### src/rtl/demux_1x2_latch_pkg.sv
// ---------------------------------------------------------------------------
// demux_1x2_latch_pkg
// Shared definitions for the 1:2 registered demux and its slot sub-module.
//   slot_state_e      : per-slot FSM encoding (EMPTY = 0, FULL = 1)
//   DEFAULT_WIDTH     : datapath width (8-bit datapath)
//   DEFAULT_CNT_WIDTH : width of the per-slot accepted-transfer counters
// ---------------------------------------------------------------------------
package demux_1x2_latch_pkg;

  typedef enum logic {
    SLOT_EMPTY = 1'b0,
    SLOT_FULL  = 1'b1
  } slot_state_e;

  localparam int DEFAULT_WIDTH     = 8;
  localparam int DEFAULT_CNT_WIDTH = 8;

endpackage

### src/rtl/demux_slot.sv
// ---------------------------------------------------------------------------
// demux_slot
// One destination slot: data register, EMPTY/FULL FSM and a wrapping
// accepted-transfer counter.
//
// Ports:
//   clk    in   rising-edge clock
//   reset  in   synchronous active-high reset
//   load   in   accept this cycle (steering + handshake already resolved)
//   data   in   WIDTH  value captured on load
//   ack    in   consumer takes the held value this cycle
//   value  out  WIDTH  held data (kept while EMPTY; qualify with state)
//   state  out  current FSM state (debug-visible; 1 = FULL)
//   count  out  CNT_WIDTH  accepted transfers, wraps to 0
//   ready  out  slot can take new data this cycle (!FULL | ack)
// ---------------------------------------------------------------------------
module demux_slot
  import demux_1x2_latch_pkg::*;
#(
  parameter int WIDTH     = DEFAULT_WIDTH,
  parameter int CNT_WIDTH = DEFAULT_CNT_WIDTH
) (
  input  logic                 clk,
  input  logic                 reset,
  input  logic                 load,
  input  logic [WIDTH-1:0]     data,
  input  logic                 ack,
  output logic [WIDTH-1:0]     value,
  output logic                 state,
  output logic [CNT_WIDTH-1:0] count,
  output logic                 ready
);

  slot_state_e             state_q;
  logic [WIDTH-1:0]        value_q;
  logic [CNT_WIDTH-1:0]    count_q;

  // A consume and a refill may happen in the same cycle.
  assign ready = (state_q == SLOT_EMPTY) | ack;

  // Load wins over ack: an ack with a simultaneous load leaves the slot FULL
  // with the new data. An ack while EMPTY falls into the EMPTY assignment
  // and therefore has no effect.
  always_ff @(posedge clk) begin
    if (reset) begin
      state_q <= SLOT_EMPTY;
      value_q <= '0;
      count_q <= '0;
    end else if (load) begin
      state_q <= SLOT_FULL;
      value_q <= data;
      count_q <= count_q + CNT_WIDTH'(1);
    end else if (ack) begin
      state_q <= SLOT_EMPTY;
    end
  end

  assign value = value_q;
  assign state = state_q;
  assign count = count_q;

endmodule

### src/rtl/demux_1x2_latch.sv
// ---------------------------------------------------------------------------
// demux_1x2_latch
// Steers one datapath value into one of two registered holding slots
// (select = 0 -> slot 1, select = 1 -> slot 2). Each slot offers a
// valid/ack handshake to its consumer; the producer sees one ready.
//
// Handshake semantics: the producer asserts inValid with stable
// inputValue/select; a transfer happens on a rising edge where
// inValid & inReady. inReady is combinational from select and the selected
// slot's valid/ack and never depends on inValid. A slot's data is consumed
// on a rising edge where validN & ackN; ackN while EMPTY is ignored.
//
// Ports:
//   clk, reset                  clock, synchronous active-high reset
//   inputValue [WIDTH]          data to steer
//   select                      destination slot
//   inValid / inReady           producer handshake
//   outputValue1/2 [WIDTH]      held slot data (visible one clk after accept)
//   valid1/2, ack1/2            consumer handshakes
//   count1/2 [CNT_WIDTH]        accepted transfers per slot (wrap-around)
//   overrun                     only with DEMUX_OVERWRITE_EN: sticky flag set
//                               when a FULL, un-acked slot is overwritten
//
// Build option: DEMUX_OVERWRITE_EN -- writes are never back-pressured;
// overwriting un-consumed data sets the sticky overrun output.
// ---------------------------------------------------------------------------
module demux_1x2_latch
  import demux_1x2_latch_pkg::*;
#(
  parameter int WIDTH     = DEFAULT_WIDTH,
  parameter int CNT_WIDTH = DEFAULT_CNT_WIDTH
) (
  input  logic                 clk,
  input  logic                 reset,
  input  logic [WIDTH-1:0]     inputValue,
  input  logic                 select,
  input  logic                 inValid,
  output logic                 inReady,
  output logic [WIDTH-1:0]     outputValue1,
  output logic [WIDTH-1:0]     outputValue2,
  output logic                 valid1,
  output logic                 valid2,
  input  logic                 ack1,
  input  logic                 ack2,
  output logic [CNT_WIDTH-1:0] count1,
  output logic [CNT_WIDTH-1:0] count2
`ifdef DEMUX_OVERWRITE_EN
  ,
  output logic                 overrun
`endif
);

  logic ready1, ready2;
  logic state1, state2;
  logic load1, load2;
  logic sel_ready;
  logic accept;

  // Back-pressure view of the selected slot, independent of the build option.
  assign sel_ready = select ? ready2 : ready1;

`ifdef DEMUX_OVERWRITE_EN
  assign inReady = 1'b1;
`else
  assign inReady = sel_ready;
`endif

  assign accept = inValid & inReady;
  assign load1  = accept & ~select;
  assign load2  = accept &  select;

  demux_slot #(
    .WIDTH     (WIDTH),
    .CNT_WIDTH (CNT_WIDTH)
  ) u_slot1 (
    .clk   (clk),
    .reset (reset),
    .load  (load1),
    .data  (inputValue),
    .ack   (ack1),
    .value (outputValue1),
    .state (state1),
    .count (count1),
    .ready (ready1)
  );

  demux_slot #(
    .WIDTH     (WIDTH),
    .CNT_WIDTH (CNT_WIDTH)
  ) u_slot2 (
    .clk   (clk),
    .reset (reset),
    .load  (load2),
    .data  (inputValue),
    .ack   (ack2),
    .value (outputValue2),
    .state (state2),
    .count (count2),
    .ready (ready2)
  );

  assign valid1 = (state1 == SLOT_FULL);
  assign valid2 = (state2 == SLOT_FULL);

`ifdef DEMUX_OVERWRITE_EN
  // An accepted write the back-pressure rule would have blocked means a
  // FULL slot lost un-consumed data.
  always_ff @(posedge clk) begin
    if (reset) begin
      overrun <= 1'b0;
    end else if (inValid & ~sel_ready) begin
      overrun <= 1'b1;
    end
  end
`endif

endmodule

### config.mk
export PLATFORM = sky130hd
export DESIGN_NAME = demux_1x2_latch
export DESIGN_NICKNAME = d
export VERILOG_FILES = /design/src/rtl/demux_1x2_latch_pkg.sv /design/src/rtl/demux_slot.sv /design/src/rtl/demux_1x2_latch.sv
export SDC_FILE = /design/constraint.sdc
export NUM_CORES = 1
export LEC_CHECK = 0
export CORE_MARGIN = 1.5
export CORE_UTILIZATION = 39
export DETAILED_ROUTE_END_ITERATION = 8
export PLACE_DENSITY = 0.76
export SYNTH_ARGS = -nofsm -noshare
export SYNTH_HDL_FRONTEND = slang
export SYNTH_SLANG_ARGS = --single-unit
### constraint.sdc
create_clock -name clk -period 1.55 [get_ports clk]
set_clock_uncertainty 0.1 [all_clocks]
set_input_delay 0.2325 -clock clk [delete_from_list [all_inputs] [get_ports clk]]
set_output_delay 0.2325 -clock clk [all_outputs]
set_load 0.005 [all_outputs]
* Word-level counts from Yosys, hierarchy flattened
Index checks and enable logic that the tools add are counted.
Storage, ports and cells: flip-flop bits (word level) 34, logic and storage cells 23, input bits 14, output and inout bits 35
Cells by class: reduce and logical (&&, ||, !) cells 2, add/subtract/negate cells 2, mux-type cells 5, bitwise gates (word level) 8
Operators by type and width (count):
- adder 8 x 1 -> 8 bit (second input constant) | 2
- 2-to-1 mux 1 bit | 5
- nonzero test 2 bit | 2
- bitwise AND 1 bit | 3
- inverter 1 bit | 3
- bitwise OR 1 bit | 2

* Logic depth before layout (Yosys ltp)
Gate-level depths: netlist of run 1.
depth in word-level cells 6, depth in mapped cells 6, depth with buffers taken out 5

* By module
A second synthesis of run 1 with hierarchy kept.
Second synthesis, totals: cell total of the unflattened synthesis 137, area, all modules 1338.8 um^2
By module, submodules not included:
- demux_slot | times used 2, seq. area each 340.3 um^2, area an instance 653.1 um^2, cells each 67
- demux_1x2_latch | times used 1, seq. area each 0.0 um^2, area an instance 32.5 um^2, cells each 3

* Worst setup path before layout of run 1
OpenSTA, ideal clock, no wires.
kind reg-to-reg, start point register u_slot2.state_q (netlist: u_slot2.state), end point register u_slot2.count_q[7] (netlist: u_slot2.count[7]), library setup time 123 ps, arrival time 1478 ps, slack -151 ps, cell stages (with the launch flop) 7, path through dfxtp_1 -> nor2b_4 -> buf_6 -> or2_1 -> buf_6 -> nor4_4 -> mux2_1
On the way: word-level cells in the longest chain between the ends 5
RTL lines:
- start: declaration | line demux_slot.sv:34 | slot_state_e state_q;
- start signal: assignment | line demux_slot.sv:46 | state_q <= SLOT_EMPTY;
- start signal: assignment | line demux_slot.sv:50 | state_q <= SLOT_FULL;
- start signal: assignment | line demux_slot.sv:54 | state_q <= SLOT_EMPTY;
- inverter 1 bit | line demux_slot.sv:39 | assign ready = (state_q == SLOT_EMPTY) | ack;
- bitwise OR 1 bit | line demux_slot.sv:39
- 2-to-1 mux 1 bit | line demux_1x2_latch.sv:60 | assign sel_ready = select ? ready2 : ready1;
- bitwise AND 1 bit | line demux_1x2_latch.sv:68 | assign accept = inValid & inReady;
- bitwise AND 1 bit | line demux_1x2_latch.sv:70 | assign load2 = accept & select;
- end signal: assignment | line demux_slot.sv:52 | count_q <= count_q + CNT_WIDTH'(1);
- end: declaration | line demux_slot.sv:36 | logic [CNT_WIDTH-1:0] count_q;
Every way passes these cells. A chain may end at the register's enable or synchronous reset.

* Final worst setup path of run 1
start point register u_slot1.value_q[4] (netlist: u_slot1.value[4]), end point output outputValue1[4]
RTL lines:
- start: declaration | line demux_slot.sv:35 | logic [WIDTH-1:0] value_q;
- start signal: assignment | line demux_slot.sv:51 | value_q <= data;
- end: declaration | line demux_1x2_latch.sv:39 | output logic [WIDTH-1:0] outputValue1,
No word-level cell between the ends.

==> results.md, run 1 <==
Outcome:
- The flow ran to the end, and the final reports show no timing, DRC or antenna violations.

Place:
- The setup slack after placement is -0.3228 ns.
- The area after detailed placement is 1982 um2.
- After legalization and detailed placement, the total HPWL measured 2.364 mm.
- The final RePlAce weighted congestion is 0.8324.
- The count of buffers added on input and output ports is 48.
- Counting tap cells, the placed design contains a total of 264 instances.

Clocking:
- Clock tree synthesis found a total of 34 sinks.
- The clock latency on the worst-skew pair is 0.34 ns.
- The TritonCTS buffer count is 5.
- The total number of H-tree levels is 2.
- Clock tree synthesis selected as its root buffer the cell clkbuf_4.
- TritonCTS built the clock tree.
- The largest buffer count on any clock path is 2.
- After clock tree synthesis, the clock-pin slew on the worst setup and hold paths is 0.10 ns.

Floorplan:
- The initial utilization of the core area, before any placement, comes to 41.03%.
- The die is 62.49 um wide.
- The I/O pin count is 49.
- The area of the die is 3904 um2.
- The die is 62.49 um tall.
- The floorplan has 21 rows.
- The placeable core region is 3363 um2.

Routing:
- In the routed design, unresolved DRC markers number 0.
- The violation count after the first detailed-route iteration is 84.
- The post-detailed-routing wire length is 3.624 mm.
- The count of antenna-violating nets left after detailed routing is 0.
- The routed wire length per instance is 12.76 um.
- The vias per cell is 4.813.
- The count of vias placed by the detailed router is 1367.
- The number of detailed-routing iterations run before antenna repair is 4.

Critical path:
- The worst stage delay on the critical path is 0.50 ns.
- The slowest stage of the critical path belongs to the cell clkdlybuf4s50_1.
- The maximum net fanout on the critical path is 2.
- The launching point of the worst reg2reg path is u_slot2.count[2].
- The required time reported for the critical path endpoint is 1.22 ns.
- For flop-to-flop paths, the worst setup slack is 0.13 ns.
- The worst setup path is of the reg2out kind.
- The number of buffers and inverters on the critical path is 1.
- The critical path goes through clkdlybuf4s50_1.
- For the worst flop-to-flop path, the logic depth is 4.
- On the critical path the largest part of the delay comes from buffers and inverters.
- The reg-to-reg endpoint is u_slot2.count[7].
- The nature of the critical path startpoint is a flip-flop.
- The worst setup path is captured at a primary output.
- Data arrives at the worst endpoint at 1.17 ns.

Final layout:
- Leaving out fill and tap cells, the most frequent cells in the layout are nand2_1 (41), dfxtp_2 (29), buf_4 (27).
- The final design utilization is 65.96%.
- The non-filler instance count after layout is 284.
- The area overhead of the layout relative to synthesis is 60.74%.
- The fraction of layout cells with a size suffix above 1 is 29.83%.
- The library cell used most frequently in the layout, excluding fill and tap cells, is nand2_1.
- 0 antenna diodes ended up in the layout.
- The total number of nets in the final design is 254.
- With fillers left out, the area of the finished cells amounts to 2218 um2.

Timing:
- The slew at the pin with the worst max-slew slack is 0.4014 ns.
- The number of endpoints failing setup at the final stage is 0.
- The worst path uses 97.02% of the clock period.
- The final critical-path setup slack is 0.04625 ns.
- In this run the tightest slew margin relative to its limit is 73.19%.
- The number of slew-limit violations in the final report is 0.
- The number of hold violations in the final report was 0.
- The worst path needs 1.504 ns of the cycle, external delays included.
- The maximum frequency from static timing analysis is 665.0 MHz.
- Final hold analysis gives a worst-case slack of 0.3560 ns.

Hold path:
- For hold timing, the worst endpoint is u_slot1.value[2].
- The cell depth of the worst hold path is 2.
- The beginning of the worst hold path is u_slot1.value[2].
- The worst hold path belongs to the class reg2reg.

Synthesis:
- The total of flip-flops plus latches after synthesis is 34.
- The total nets after synthesis is 179.
- Synthesis handed over a netlist of 163 instances.
- In this run, distinct cell masters in the synthesized netlist total 24.
- The average instance area after synthesis is 8.467 um2.
- The area of the mapped netlist is 1380 um2.
- The Yosys step of the flow raised 0 warnings.
- The sequential share of the synthesized area is 49.32%.

Power:
- The sequential share of power is 57.4%.
- Across the VDD grid, the largest voltage drop is 592.3 uV.
- The internal portion of the total power is 1.195 mW.
- The switching power is 0.4052 mW.
- The share of total power in combinational logic is 14.5%.
- In this run switching power makes up 25.32% of total power.
- The analysis attributes to cell leakage a power of 1.164 nW.
- The relative contribution of the clock network to total power is 28.1%.
- The total power per unit cell area is 721.4 nW/um2.

GRT:
- The first global-routing pass estimated 5.733 mm of wire.
- The number of global-route vias before repair is 1233.
- For this run, the total global-route usage over all layers was measured as 18.78%.
- The remaining global-route overflow is 0.
- The number of antenna violations at the first check in global routing came to 0.
- The pin count of the biggest net entering global routing is 17.

Job:
- Across the run, the number of max-cap violations was 0.
cell type report:
cell class	count	area (um2)
clock inverter	2	10.01
fill	315	1145
sequential	34	728.2
timing repair buffer	75	726.9
tap	46	57.56
clock buffer	5	37.54
multi-input combinational	122	658.1
worst max path at each step:
| stage | start | end | slack [ns] | cells past startpoint |
|---|---|---|---|---|
| finish | u_slot1.value[4] | outputValue1[4] | 0.05 | 1 |
| global placement | select | u_slot2.count[7] | -0.26 | 5 |
| detailed placement | ack1 | inReady | -0.32 | 5 |
| global route | u_slot2.count[4] | count2[4] | -0.002 | 1 |
| CTS | u_slot2.count[1] | count2[1] | 0.002 | 1 |
| floorplan | u_slot2.state | u_slot2.count[7] | 0.001 | 6 |
routing by layer:
layer / share of wire, % / global-route usage, %
met1: 45 / 23.17
met2: 47 / 29.70
met3: 6.8 / 7.387
met4: 0.75 / 6.667
met5: 0 / 0
registers in the layout (all words and copies together) (netlist names):
name and cells:
u_slot2.state 1, u_slot2.count 8, u_slot1.count 8, u_slot2.value 8, u_slot1.state 1, u_slot1.value 8
synthesized netlist by cell type:
cell type	count	share of area (%)
nand2_1	41	11
dfxtp_1	34	49
a21oi_1	20	7.3
nor2_1	18	4.9
xnor2_1	11	7.0
clkbuf_1	5	1.4
nand3_1	5	1.8
nor4_1	5	2.3
nor2b_1	3	1.4
buf_6	2	1.6
ha_1	2	1.8
nand2b_1	2	0.91
nand4_1	2	0.91
nor3_1	2	0.73
xor2_1	2	1.3
and2_1	1	0.45
mux2_1	1	0.82
nand2_2	1	0.45
nor2_2	1	0.45
nor2b_4	1	1.0
nor3b_1	1	0.54
nor4_4	1	1.5
nor4b_1	1	0.63
or2_1	1	0.45
tightest hold or removal path, cell delays in order, from the launching register on:
cell	delay, ns
dfxtp_2	0.33
nand2_1	0.05
a21oi_1	0.05
cell families (layout without fill, tap and decap cells):
group | Yosys count | in the layout | share of synthesized area [%]
AO/OA/AOI/OAI | 20 | 20 | 7.253
XOR/XNOR | 13 | 13 | 8.250
adder cells (fa/ha/maj) | 2 | 2 | 1.813
buffers and inverters | 7 | 82 | 2.992
flip-flops | 34 | 34 | 49.32
multiplexers | 1 | 1 | 0.8159
AND/OR/NAND/NOR | 86 | 86 | 29.56
power by group through the flow:
stage | sequential, mW | clock, mW | combinational, mW
after floorplan | 0.943 | 0 | 0.0820
after global placement | 0.943 | 0 | 0.219
after detailed placement | 0.943 | 0 | 0.221
after CTS | 0.916 | 0.466 | 0.235
after global routing | 0.922 | 0.520 | 0.253
final | 0.918 | 0.450 | 0.232
stage by stage:
step                      power [mW]   TNS (ns)
after detailed placement       1.165     -5.912
final                          1.600          0
after global routing           1.695  -0.001709
after global placement         1.162     -5.213
after CTS                      1.616          0
after floorplan                1.025          0
timing repair:
| action | 4_1_cts | 5_1_grt |
|---|---|---|
| hold buffers | 0 | 0 |
| endpoints found under the hold margin | 0 | 0 |
| buffers inserted | 9 | 4 |
| gates resized for setup | 24 | 36 |
| endpoints found under the setup margin | 18 | 31 |
Power figures use the tool's default switching activity.
==> inputs of run 2 (changes only) <==
--- a/constraint.sdc
+++ b/constraint.sdc
@@ -4,2 +4,2 @@
 set_output_delay 0.2325 -clock clk [all_outputs]
-set_load 0.005 [all_outputs]
+set_load 0.05 [all_outputs]
==> results.md, run 2 (synthesis results as in run 1) <==
Timing:
- The number of slew-limit violations in the final report is 0 (unchanged).
- The number of hold violations in the final report is 0 (unchanged).
- The share of the clock period used by the worst path after layout is 101.4% (was 97.02%).
- The slew at the pin with the worst max-slew slack is 0.3463 ns (was 0.4014 ns).
- Setup repair after global routing could not meet its margin everywhere.
- The final critical-path setup slack was -0.02209 ns (was 0.04625 ns).
- The post-layout minimum cycle time was 1.572 ns (was 1.504 ns).
- The worst-case headroom to the max-slew limit came to 76.59% (was 73.19%).
- The number of endpoints failing setup at the final stage is 1 (was 0).
- The maximum frequency from static timing analysis is 636.1 MHz (was 665.0 MHz).

Floorplan:
- The chip width was 62.49 um (unchanged).
- The die span in y is 62.49 um (unchanged).
- The area of the die is 3904 um2 (unchanged).
- The I/O pin count is 49 (unchanged).
- The placeable core region is 3363 um2 (unchanged).
- The number of standard-cell rows in the floorplan is 21 (unchanged).
- The initial cell density of the core was 41.03% (unchanged).

Job:
- The number of max-cap violations is 0 (unchanged).

Critical path:
- The signal arrival time at the worst endpoint is 1.72 ns (was 1.17 ns).
- The worst stage delay on the critical path is 0.46 ns (was 0.50 ns).
- The nature of the critical path startpoint is a primary input (was flip-flop).
- The startpoint-to-endpoint class of the critical path was in2reg (was reg2out).
- Worst-path cell chain: clkdlybuf4s50_1, buf_6, nand2b_1, nor4b_1, xnor2_1, nor2_1 (was clkdlybuf4s50_1).
- The cell family contributing the most delay on the critical path is simple AND/OR/NAND/NOR gates (was buffers and inverters).
- The required time reported for the critical path endpoint came to 1.70 ns (was 1.22 ns).
- The cell type of the slowest stage on the worst timing path was clkdlybuf4s50_1 (unchanged).
- The number of buffers and inverters on the critical path is 2 (was 1).
- The maximum net fanout on the critical path is 6 (was 2).
- The kind of end point of the critical path is a flip-flop (was primary output).

Routing:
- The post-detailed-route DRC marker count came to 0 (unchanged).
- The violation count after the first detailed-route iteration is 45 (was 84).
- The count of vias placed by the detailed router is 1344 (was 1367).
- The routed wire length per instance is 12.99 um (was 12.76 um).
- The post-detailed-routing wire length came to 3.560 mm (was 3.624 mm).
- The number of detailed-routing iterations run before antenna repair is 5 (was 4).
- The count of antenna-violating nets left after detailed routing is 0 (unchanged).
- The vias per cell is 4.905 (was 4.813).

Clocking:
- The clock latency on the worst-skew pair is 0.34 ns (about the same).
- The largest buffer count on any clock path is 2 (unchanged).
- The buffer type at the clock tree root is clkbuf_4 (unchanged).
- The number of buffers added to fix hold violations after cts is 0 (unchanged).
- The TritonCTS clock tree is done (unchanged).
- The clock slew seen by the registers of the worst setup and hold paths was 0.11 ns (was 0.10 ns).
- The number of clock sinks is 34 (unchanged).
- The TritonCTS buffer count was 5 (unchanged).
- The total number of H-tree levels came to 2 (unchanged).

Power:
- The maximum resistive drop on vdd is 647.2 uV (was 592.3 uV).
- The total leakage power came to 0.9499 nW (was 1.164 nW).
- The total power per unit cell area is 778.0 nW/um2 (was 721.4 nW/um2).
- The power after layout is 1.934 mW (was 1.600 mW).

GRT:
- The number of antenna violations at the first check in global routing is 0 (unchanged).
- The first-pass GRT wire length is 5.947 mm (was 5.733 mm).
- The remaining global-route overflow is 0 (unchanged).
- The overall global routing resource usage is 19.37% (was 18.78%).
- The number of global-route vias before repair was 1296 (was 1233).
- The pin count of the biggest net entering global routing is 15 (was 17).

Outcome:
- Result of the run: complete, but fails checks (was complete, no violations).
- The final reports fail on negative setup slack.

Place:
- The placed cell count was 264 (unchanged).
- The final RePlAce weighted congestion is 0.8140 (was 0.8324).
- The post-DP HPWL is 2.540 mm (was 2.364 mm).
- The setup slack after placement was -0.3479 ns (was -0.3228 ns).
- The area after detailed placement came to 2336 um2 (was 1982 um2).
- The quantity of I/O buffers inserted on ports was 48 (unchanged).

Final layout:
- The layout filler cell count is 251 (was 315).
- Most used cells in the layout excluding fill and tap cells: nand2_1 (41), buf_12 (34), dfxtp_1 (23) (was nand2_1 (41), dfxtp_2 (29), buf_4 (27)).
- The most common cell after layout, fill and taps aside was nand2_1 (unchanged).
- The number of diodes added for antenna fixing is 0 (unchanged).
- The area overhead of the layout relative to synthesis is 80.14% (was 60.74%).
- The multi-input combinational cell area is 706.9 um2 (was 658.1 um2).
- The area taken by flip-flops and latches is 694.4 um2 (was 728.2 um2).
- The total number of nets in the final design came to 243 (was 254).
- The total non-filler cell area in the finished layout is 2486 um2 (was 2218 um2).
- The fraction of layout cells with a size suffix above 1 is 35.96% (was 29.83%).
- The non-filler instance count after layout is 274 (was 284).

Hold path:
- The type of the worst min-delay path is in2reg (was reg2reg).
run 2: cell types whose count changed in the layout (fill, tap and decap cells not counted), sizes merged:
| cell | previous run | this run |
|---|---|---|
| dlymetal6s2s | 20 | 1 |
| dlygate4sd2 | 1 | 0 |
| clkinv | 2 | 0 |
| buf | 28 | 51 |
| clkdlybuf4s50 | 26 | 12 |
| clkbuf | 5 | 8 |
run 2: what timing repair did:
item / 4_1_cts / 5_1_grt
pin swaps: 1 / 1
setup endpoints to repair: 1 / 11
buffers inserted: 2 / 0
gates resized for setup: 5 / 8
hold endpoints to repair: 0 / 0
run 2: stage by stage:
| step | hold WS, ns | utilization [%] | TNS (ns) |
|---|---|---|---|
| after detailed placement | 0.3877 | 69.46 | -4.824 |
| after floorplan | 0.2685 | - | -0.2782 |
| after CTS | 0.3445 | 72.77 | 0 |
| final | 0.2540 | 73.92 | -0.02209 |
| after global routing | 0.2598 | 73.92 | -0.3030 |
| after global placement | 0.3791 | 69.46 | -4.196 |
run 2: worst register-to-register path, delay by kind of cell, from the launching register on:
| kind | cells | cell delay [ns] |
|---|---|---|
| xor gates and xnor gates | 1 | 0.14 |
| and+or+nand+nor | 3 | 0.28 |
| DFF | 1 | 0.34 |
| buffers and inverters | 3 | 0.48 |
run 2: layout make-up:
type / count / area share (%)
Tap cell: 46 / 2.315
Sequential cell: 34 / 27.93
Multi-Input combinational cell: 122 / 28.43
Timing Repair Buffer: 64 / 38.15
Clock buffer: 8 / 3.171
run 2: final timing paths:
kind | startpoint | end | slack, ns | cells past startpoint
setup / recovery | select | u_slot1.count[3] | -0.02 | 6
hold / removal | ack1 | u_slot1.state | 0.25 | 4
setup reg to reg | u_slot2.state | u_slot2.count[0] | 0.11 | 7
hold reg to reg | u_slot1.value[7] | u_slot1.value[7] | 0.40 | 2
run 2: report_power, final:
group | internal [mW] | total (mW) | switching [mW]
combinational | 0.189 | 0.391 | 0.202
sequential | 0.904 | 0.942 | 0.0380
clock | 0.310 | 0.601 | 0.292
total | 1.40 | 1.93 | 0.531
run 2: metal layers:
| layer | GRT usage [%] | vias up | part of all wire (%) | routed length, um |
|---|---|---|---|---|
| li1 | - | 665 | - | - |
| met3 | 6.306 | 7 | 7.2 | 255 |
| met1 | 22.01 | 618 | 40 | 1430 |
| met4 | 10.83 | 0 | 2.6 | 93 |
| met5 | 0 | - | 0 | 0 |
| met2 | 31.99 | 54 | 50 | 1780 |
